**src/rtl/memctrl_host_master.sv**
```systemverilog
// Host-side initiator: turns read/write burst requests into memory pin beats and returns read data.
// Latency: read data appears RD_LAT+1 cycles after issue. RSP_READY low stalls the FSM in RD_HOLD.
module memctrl_host_master #(
  parameter int RD_LAT = 2,
  parameter int GAP    = 1
) (
  input  logic        CLK,
  input  logic        RSTN,
  input  logic        REQ_VALID,
  output logic        REQ_READY,
  input  logic        REQ_WRITE,
  input  logic [15:0] REQ_ADDR,
  input  logic [3:0]  REQ_LEN,
  input  logic        WD_VALID,
  output logic        WD_READY,
  input  logic [7:0]  WD_DATA,
  output logic        RSP_VALID,
  input  logic        RSP_READY,
  output logic [7:0]  RSP_DATA,
  output logic        RSP_LAST,
  output logic        BUSY,
  output logic [15:0] ADDR,
  output logic        CE,
  output logic        CSB,
  output logic        WEB,
  output logic        OEB,
  output logic [7:0]  IDATA,
  input  logic [7:0]  ODATA
);

  typedef enum logic [2:0] {
    ST_IDLE,
    ST_WR_WAIT,
    ST_WR_ISSUE,
    ST_RD_ISSUE,
    ST_RD_WAIT,
    ST_RD_HOLD,
    ST_GAP
  } state_t;

  localparam logic [2:0] LAT_LAST = 3'(RD_LAT - 1);
  localparam logic [2:0] GAP_LAST = 3'(GAP);

  state_t      state;
  logic [15:0] cur_addr;
  logic [3:0]  len_q;
  logic        write_q;
  logic [3:0]  beat;
  logic [2:0]  cnt;

  assign WD_READY = (state == ST_WR_WAIT);

  always_ff @(posedge CLK) begin
    if (!RSTN) begin
      state     <= ST_IDLE;
      cur_addr  <= 16'h0000;
      len_q     <= 4'h0;
      write_q   <= 1'b0;
      beat      <= 4'h0;
      cnt       <= 3'd0;
      REQ_READY <= 1'b0;
      RSP_VALID <= 1'b0;
      RSP_DATA  <= 8'h00;
      RSP_LAST  <= 1'b0;
      BUSY      <= 1'b0;
      ADDR      <= 16'h0000;
      CE        <= 1'b0;
      CSB       <= 1'b1;
      WEB       <= 1'b1;
      OEB       <= 1'b1;
      IDATA     <= 8'h00;
    end else begin
      case (state)
        ST_IDLE: begin
          if (REQ_VALID && REQ_READY) begin
            cur_addr  <= REQ_ADDR;
            len_q     <= REQ_LEN;
            write_q   <= REQ_WRITE;
            beat      <= 4'h0;
            REQ_READY <= 1'b0;
            BUSY      <= 1'b1;
            if (REQ_WRITE) begin
              state <= ST_WR_WAIT;
            end else begin
              // Pins are registered, so the read issue is set up on the accept edge.
              state <= ST_RD_ISSUE;
              CE    <= 1'b1;
              CSB   <= 1'b0;
              WEB   <= 1'b1;
              OEB   <= 1'b0;
              ADDR  <= REQ_ADDR;
            end
          end else begin
            REQ_READY <= 1'b1;
          end
        end

        ST_WR_WAIT: begin
          if (WD_VALID) begin
            state <= ST_WR_ISSUE;
            CE    <= 1'b1;
            CSB   <= 1'b0;
            WEB   <= 1'b0;
            OEB   <= 1'b1;
            ADDR  <= cur_addr;
            IDATA <= WD_DATA;
          end
        end

        ST_WR_ISSUE: begin
          state <= ST_GAP;
          cnt   <= 3'd0;
          CE    <= 1'b0;
          CSB   <= 1'b1;
          WEB   <= 1'b1;
          OEB   <= 1'b1;
        end

        ST_RD_ISSUE: begin
          // CSB, OEB and ADDR stay asserted through the wait so the memory keeps driving.
          state <= ST_RD_WAIT;
          cnt   <= 3'd0;
          CE    <= 1'b0;
        end

        ST_RD_WAIT: begin
          if (cnt == LAT_LAST) begin
            state     <= ST_RD_HOLD;
            cnt       <= 3'd0;
            RSP_DATA  <= ODATA;
            RSP_VALID <= 1'b1;
            RSP_LAST  <= (beat == len_q);
            CSB       <= 1'b1;
            OEB       <= 1'b1;
          end else begin
            cnt <= cnt + 3'd1;
          end
        end

        ST_RD_HOLD: begin
          if (RSP_READY) begin
            state     <= ST_GAP;
            cnt       <= 3'd0;
            RSP_VALID <= 1'b0;
            RSP_LAST  <= 1'b0;
          end
        end

        ST_GAP: begin
          if (cnt == GAP_LAST) begin
            cnt <= 3'd0;
            if (beat < len_q) begin
              beat     <= beat + 4'd1;
              cur_addr <= cur_addr + 16'd1;
              if (write_q) begin
                state <= ST_WR_WAIT;
              end else begin
                state <= ST_RD_ISSUE;
                CE    <= 1'b1;
                CSB   <= 1'b0;
                WEB   <= 1'b1;
                OEB   <= 1'b0;
                ADDR  <= cur_addr + 16'd1;
              end
            end else begin
              state     <= ST_IDLE;
              REQ_READY <= 1'b1;
              BUSY      <= 1'b0;
            end
          end else begin
            cnt <= cnt + 3'd1;
          end
        end

        default: state <= ST_IDLE;
      endcase
    end
  end

endmodule

```
**config.mk**
```make
export PLATFORM = sky130hd
export DESIGN_NAME = memctrl_host_master
export DESIGN_NICKNAME = d
export VERILOG_FILES = /design/src/rtl/memctrl_host_master.sv
export SDC_FILE = /design/constraint.sdc
export NUM_CORES = 1
export LEC_CHECK = 0
export BUFFER_PORTS_ARGS = -buffer_cell sky130_fd_sc_hd__clkbuf_2
export CAP_MARGIN = 20
export CORE_AREA = 2 2 90 92
export DETAILED_ROUTE_END_ITERATION = 8
export DIE_AREA = 0 0 92 94
export GPL_ROUTABILITY_DRIVEN = 1
export GPL_TIMING_DRIVEN = 0
export PLACE_DENSITY = 0.74
export SLEW_MARGIN = 30
export SYNTH_ARGS = -nofsm -noshare
export SYNTH_HDL_FRONTEND = slang
export SYNTH_SLANG_ARGS = --single-unit
```
**constraint.sdc**
```tcl
create_clock -name CLK -period 5.6 [get_ports CLK]
set_input_delay 1.12 -clock CLK [delete_from_list [all_inputs] [get_ports CLK]]
set_output_delay 1.12 -clock CLK [all_outputs]
set_load 0.01 [all_outputs]
```
==> parameters.txt <==
Parameter                              Value

Die
  Core area ... between 7000 and 8000 µm²
  Die area ... 8650 µm²
  Vertical extent of the die ... 94 µm
  Chip width ... slightly above 90 µm
  Total number of placement rows ... 32
  Initial standard-cell utilization of the core ... 49.7%
  Boundary Pins ... 83

Timing
  Slew Viols, Final ... 0
  Share of the cycle needed by the critical path after routing ... between 60 and 70%
  Clock period minus final worst setup slack ... 3.51 ns
  Setup violators final ... 0
  RSZ-0062 raised after global routing ... no
  Number of hold violations in the final report ... 0
  Final sum of negative setup slack ... 0 ns
  Worst slew pin tran ... between 0.7 and 0.8 ns
  Worst-case clock skew ... ~0.0063 ns
  Relative slew slack ... around 47%
  F_max ... 285 MHz

Setup path
  Kind of start point of the critical path ... flop
  Bufs and invs on worst path ... 4
  Crit path largest cell delay ... roughly 0.50 ns
  CP max stage cell ... buf_1
  Setup crit start ... state[0]
  Category of the critical setup timing path ... flop to output port
  Required time of the critical path ... roughly 4.5 ns
  Crit path arrival time ... approximately 2.4 ns
  CP delay by family, top ... buffers and inverters
  Critical Path End Type ... output port
  Largest driver fanout on the critical path ... 10
  Cell chain of the critical path ... or3b_2, clkbuf_1, inv_1, buf_1, clkbuf_2
  R2r startpoint ... cur_addr[0]

Yosys
  Adder-Cell Fraction of Synth Area ... just under 2%
  Netlist cell types ... 59
  Count of flip-flops with a built-in enable after synthesis ... 0
  Main combinational cell family by area after synthesis ... compound AO/OA/AOI/OAI gates
  Synthesized-area fraction occupied by ao, oa, aoi and oai cells ... about 28%
  Simple-gate share of the synthesized area ... roughly a fifth
  Synthesized Nets ... 517
  Main synth FF type ... dfxtp_1
  Synthesized instance count ... between 400 and 500
  Share of synthesized area occupied by flip-flops and latches ... 37.6%
  Xor and xnor fraction of the mapped netlist area ... 0.694%
  Fraction of registers with async set or reset after synthesis ... 0%
  Synth warn ... 0
  Synthesized flop and latch total ... 71
  Mean cell area of the mapped netlist ... between 8 and 9 µm²
  Multiplexer area fraction after synthesis ... 4.76%
  Combined area of all synthesized cells ... 3780 µm²

Route
  Routed Wire Length ... between 10 and 15 mm
  First DRT Iteration DRCs ... ~400
  Number of design rule violations left after detail routing ... 0
  Via total after detailed routing ... roughly 4000
  Number of iterations in the first detailed-routing pass ... 5
  Residual antenna-violating net count after detailed routing ... 0
  Detailed-route wire length per cell ... around 17 µm
  Average vias per placed instance ... roughly 6.0

Global routing
  Pin count of the biggest net entering global routing ... 12
  Initial antenna violation count ... 0
  First-pass GRT wire length ... approximately 18 mm
  Leftover overflow at the end of global routing ... 0
  Via count of the first global-routing pass ... just under 4000
  Total GRT Usage ... between 20 and 30%

CTS
  Number of buffers added by the clock tree synthesis step ... 9
  Clock input transition at the sequential cells of the worst setup and hold paths ... 0.07 ns
  Clock sinks ... slightly above 70
  Root Buffer ... clkbuf_8
  Clock latency of the later-clocked register in the worst-skew pair ... 0.36 ns
  Number of resized instances in the post-cts repair step ... 0
  Worst-case clock buffer depth ... 2
  CTS tree ... done
  Total of hold buffers inserted after clock tree synthesis ... 0
  Count of buffers added by post-CTS timing repair for setup ... 0
  Number of levels in the clock H-tree ... 3

Pwr
  Worst vdd ir ... roughly 0.18 mV
  Static Leak ... 1.96 nW
  Pwr Density ... roughly 450 nW/µm²
  Power share of the combinational group ... between 40% and 50%
  NetSw ... between 0.0008 and 0.0009 W
  Clock Power Share ... between 20% and 30%
  Int Pwr ... 0.00123 W
  Share of total power consumed by net switching ... slightly below 40%
  Sequential group share of total power ... 33.0%

Placement
  Detailed Place HPWL ... 8.08 mm
  Routability Congestion ... approximately 0.95
  Number of cells after detailed placement ... 652
  Count of input and output buffers ... 81

Run status
  Result of the run ... finished clean

Min path
  Worst hold start ... IDATA[5]
  Type of the worst min-delay path ... flop to flop

Cells and area
  Antenna diode instance count ... 0
  Synthesis-to-layout area growth ... 20.2%
  Fraction of final layout cells with drive strength greater than 1 ... between 15 and 20%
  Total number of nets in the final design ... just over 600
  Count of non-filler cells in the finished layout ... between 600 and 700

Flow run
  Number of max-cap violations ... 0
## cells in the final DEF (no fill, tap or decap), types with 3 or more instances in the layout
cell type / Yosys / routed
clkbuf_2: 0 / 81
dfxtp_1: 71 / 71
nor2_1: 47 / 47
nand2_1: 43 / 43
a21oi_1: 41 / 41
clkbuf_1: 26 / 26
o21ai_0: 24 / 24
mux2i_1: 18 / 18
inv_1: 13 / 13
nor3_1: 13 / 13
nand3_1: 13 / 13
nand4_1: 12 / 12
o211a_1: 12 / 12
clkbuf_8: 0 / 12
o211ai_1: 10 / 10
a211oi_1: 8 / 8
o31ai_1: 7 / 7
a31oi_1: 7 / 7
buf_1: 6 / 6
buf_2: 6 / 6
a21o_1: 6 / 6
a32oi_1: 6 / 6
nor4_1: 6 / 6
ha_1: 6 / 6
and2_1: 5 / 5
a311oi_1: 5 / 5
a22oi_1: 5 / 5
nand2b_1: 4 / 4
a221oi_1: 4 / 4
nor2b_1: 3 / 3
or3_1: 3 / 3
## worst min-delay path, delay by kind of cell (launching register included)
family             cells  cell delay [ns]
AOI/OAI and AO/OA      1             0.05
DFF                    1             0.31
and+or+nand+nor        1             0.05
## Yosys cell counts, types with 4 or more instances
master	number	share of area, %
buf_2	6	0.79
dfxtp_1	71	38
a211oi_1	8	1.6
a21o_1	6	1.2
nor3_1	13	1.7
and2_1	5	0.83
a311oi_1	5	1.2
nand3_1	13	1.7
o211ai_1	10	2.0
ha_1	6	2.0
a21oi_1	41	5.4
nand4_1	12	2.0
nand2b_1	4	0.66
inv_1	13	1.3
a32oi_1	6	1.4
a221oi_1	4	0.93
mux2i_1	18	4.8
o21ai_0	24	3.2
nor4_1	6	0.99
o211a_1	12	3.2
a22oi_1	5	0.99
a31oi_1	7	1.2
nor2_1	47	4.7
buf_1	6	0.60
clkbuf_1	26	2.6
o31ai_1	7	1.4
nand2_1	43	4.3
## path summary, 6_finish.rpt
path,cells after the start,slack (ns),end
min,2,0.46,IDATA[5]
min reg2reg,2,0.46,IDATA[5]
max,5,2.09,WD_READY
max reg2reg,7,3.15,ADDR[10]
## registers in the layout, indices dropped and copies added, names as in the netlist
| signal | cells |
|---|---|
| CE | 1 |
| RSP_LAST | 1 |
| write_q | 1 |
| beat | 4 |
| cnt | 3 |
| cur_addr | 16 |
| REQ_READY | 1 |
| BUSY | 1 |
| len_q | 4 |
| IDATA | 8 |
| RSP_DATA | 8 |
| OEB | 1 |
| state | 3 |
| ADDR | 16 |
| WEB | 1 |
| RSP_VALID | 1 |
| CSB | 1 |
## power groups by stage
stage	combinational, W	clock (W)	sequential [W]
after global placement	0.000855	0	0.000677
after CTS	0.000877	0.000486	0.000671
after global routing	0.000974	0.000513	0.000684
final	0.000887	0.000481	0.000673
after floorplan	0.000591	0	0.000698
after detailed placement	0.000872	0	0.000681
## area by class of cell
cell class                      instances  area [µm²]
Fill cell                             740        3060
Multi-Input combinational cell        345        2140
Sequential cell                        71        1420
Timing Repair Buffer                   81         405
Buffer                                 40         169
Clock buffer                           12         165
Tap cell                              102         128
Clock inverter                          3        65.1
Inverter                               13        48.8
## layer usage
layer	wire length (µm)	vias to the layer above	GRT usage, %
met2	5380	215	44.7
met4	329	0	14.3
met3	1000	31	6.18
met1	4640	1860	32.4
met5	0	-	0
li1	-	1923	-
## kinds of logic after synthesis
family	after synthesis
XOR/XNOR	3
flip-flops	71
AO/OA/AOI/OAI	154
buffers and inverters	53
AND/OR/NAND/NOR	164
multiplexers	18
adder cells (fa/ha/maj)	6
## metrics by stage
step / utilization (%) / cell area [µm²] / power (W) / setup slack [ns] / hold WS, ns
3_5_place_dp: 56.7 / 4320 / 0.00155 / 2.50 / 0.446
3_3_place_gp: 56.7 / 4320 / 0.00153 / 2.57 / 0.442
2_1_floorplan: - / 3780 / 0.00129 / 3.14 / 0.460
4_1_cts: 59.8 / 4550 / 0.00203 / 2.12 / 0.456
6_report: 59.8 / 4550 / 0.00204 / 2.09 / 0.459
5_1_grt: 59.8 / 4550 / 0.00217 / 2.02 / 0.475
(Power assumes the default switching activity.)
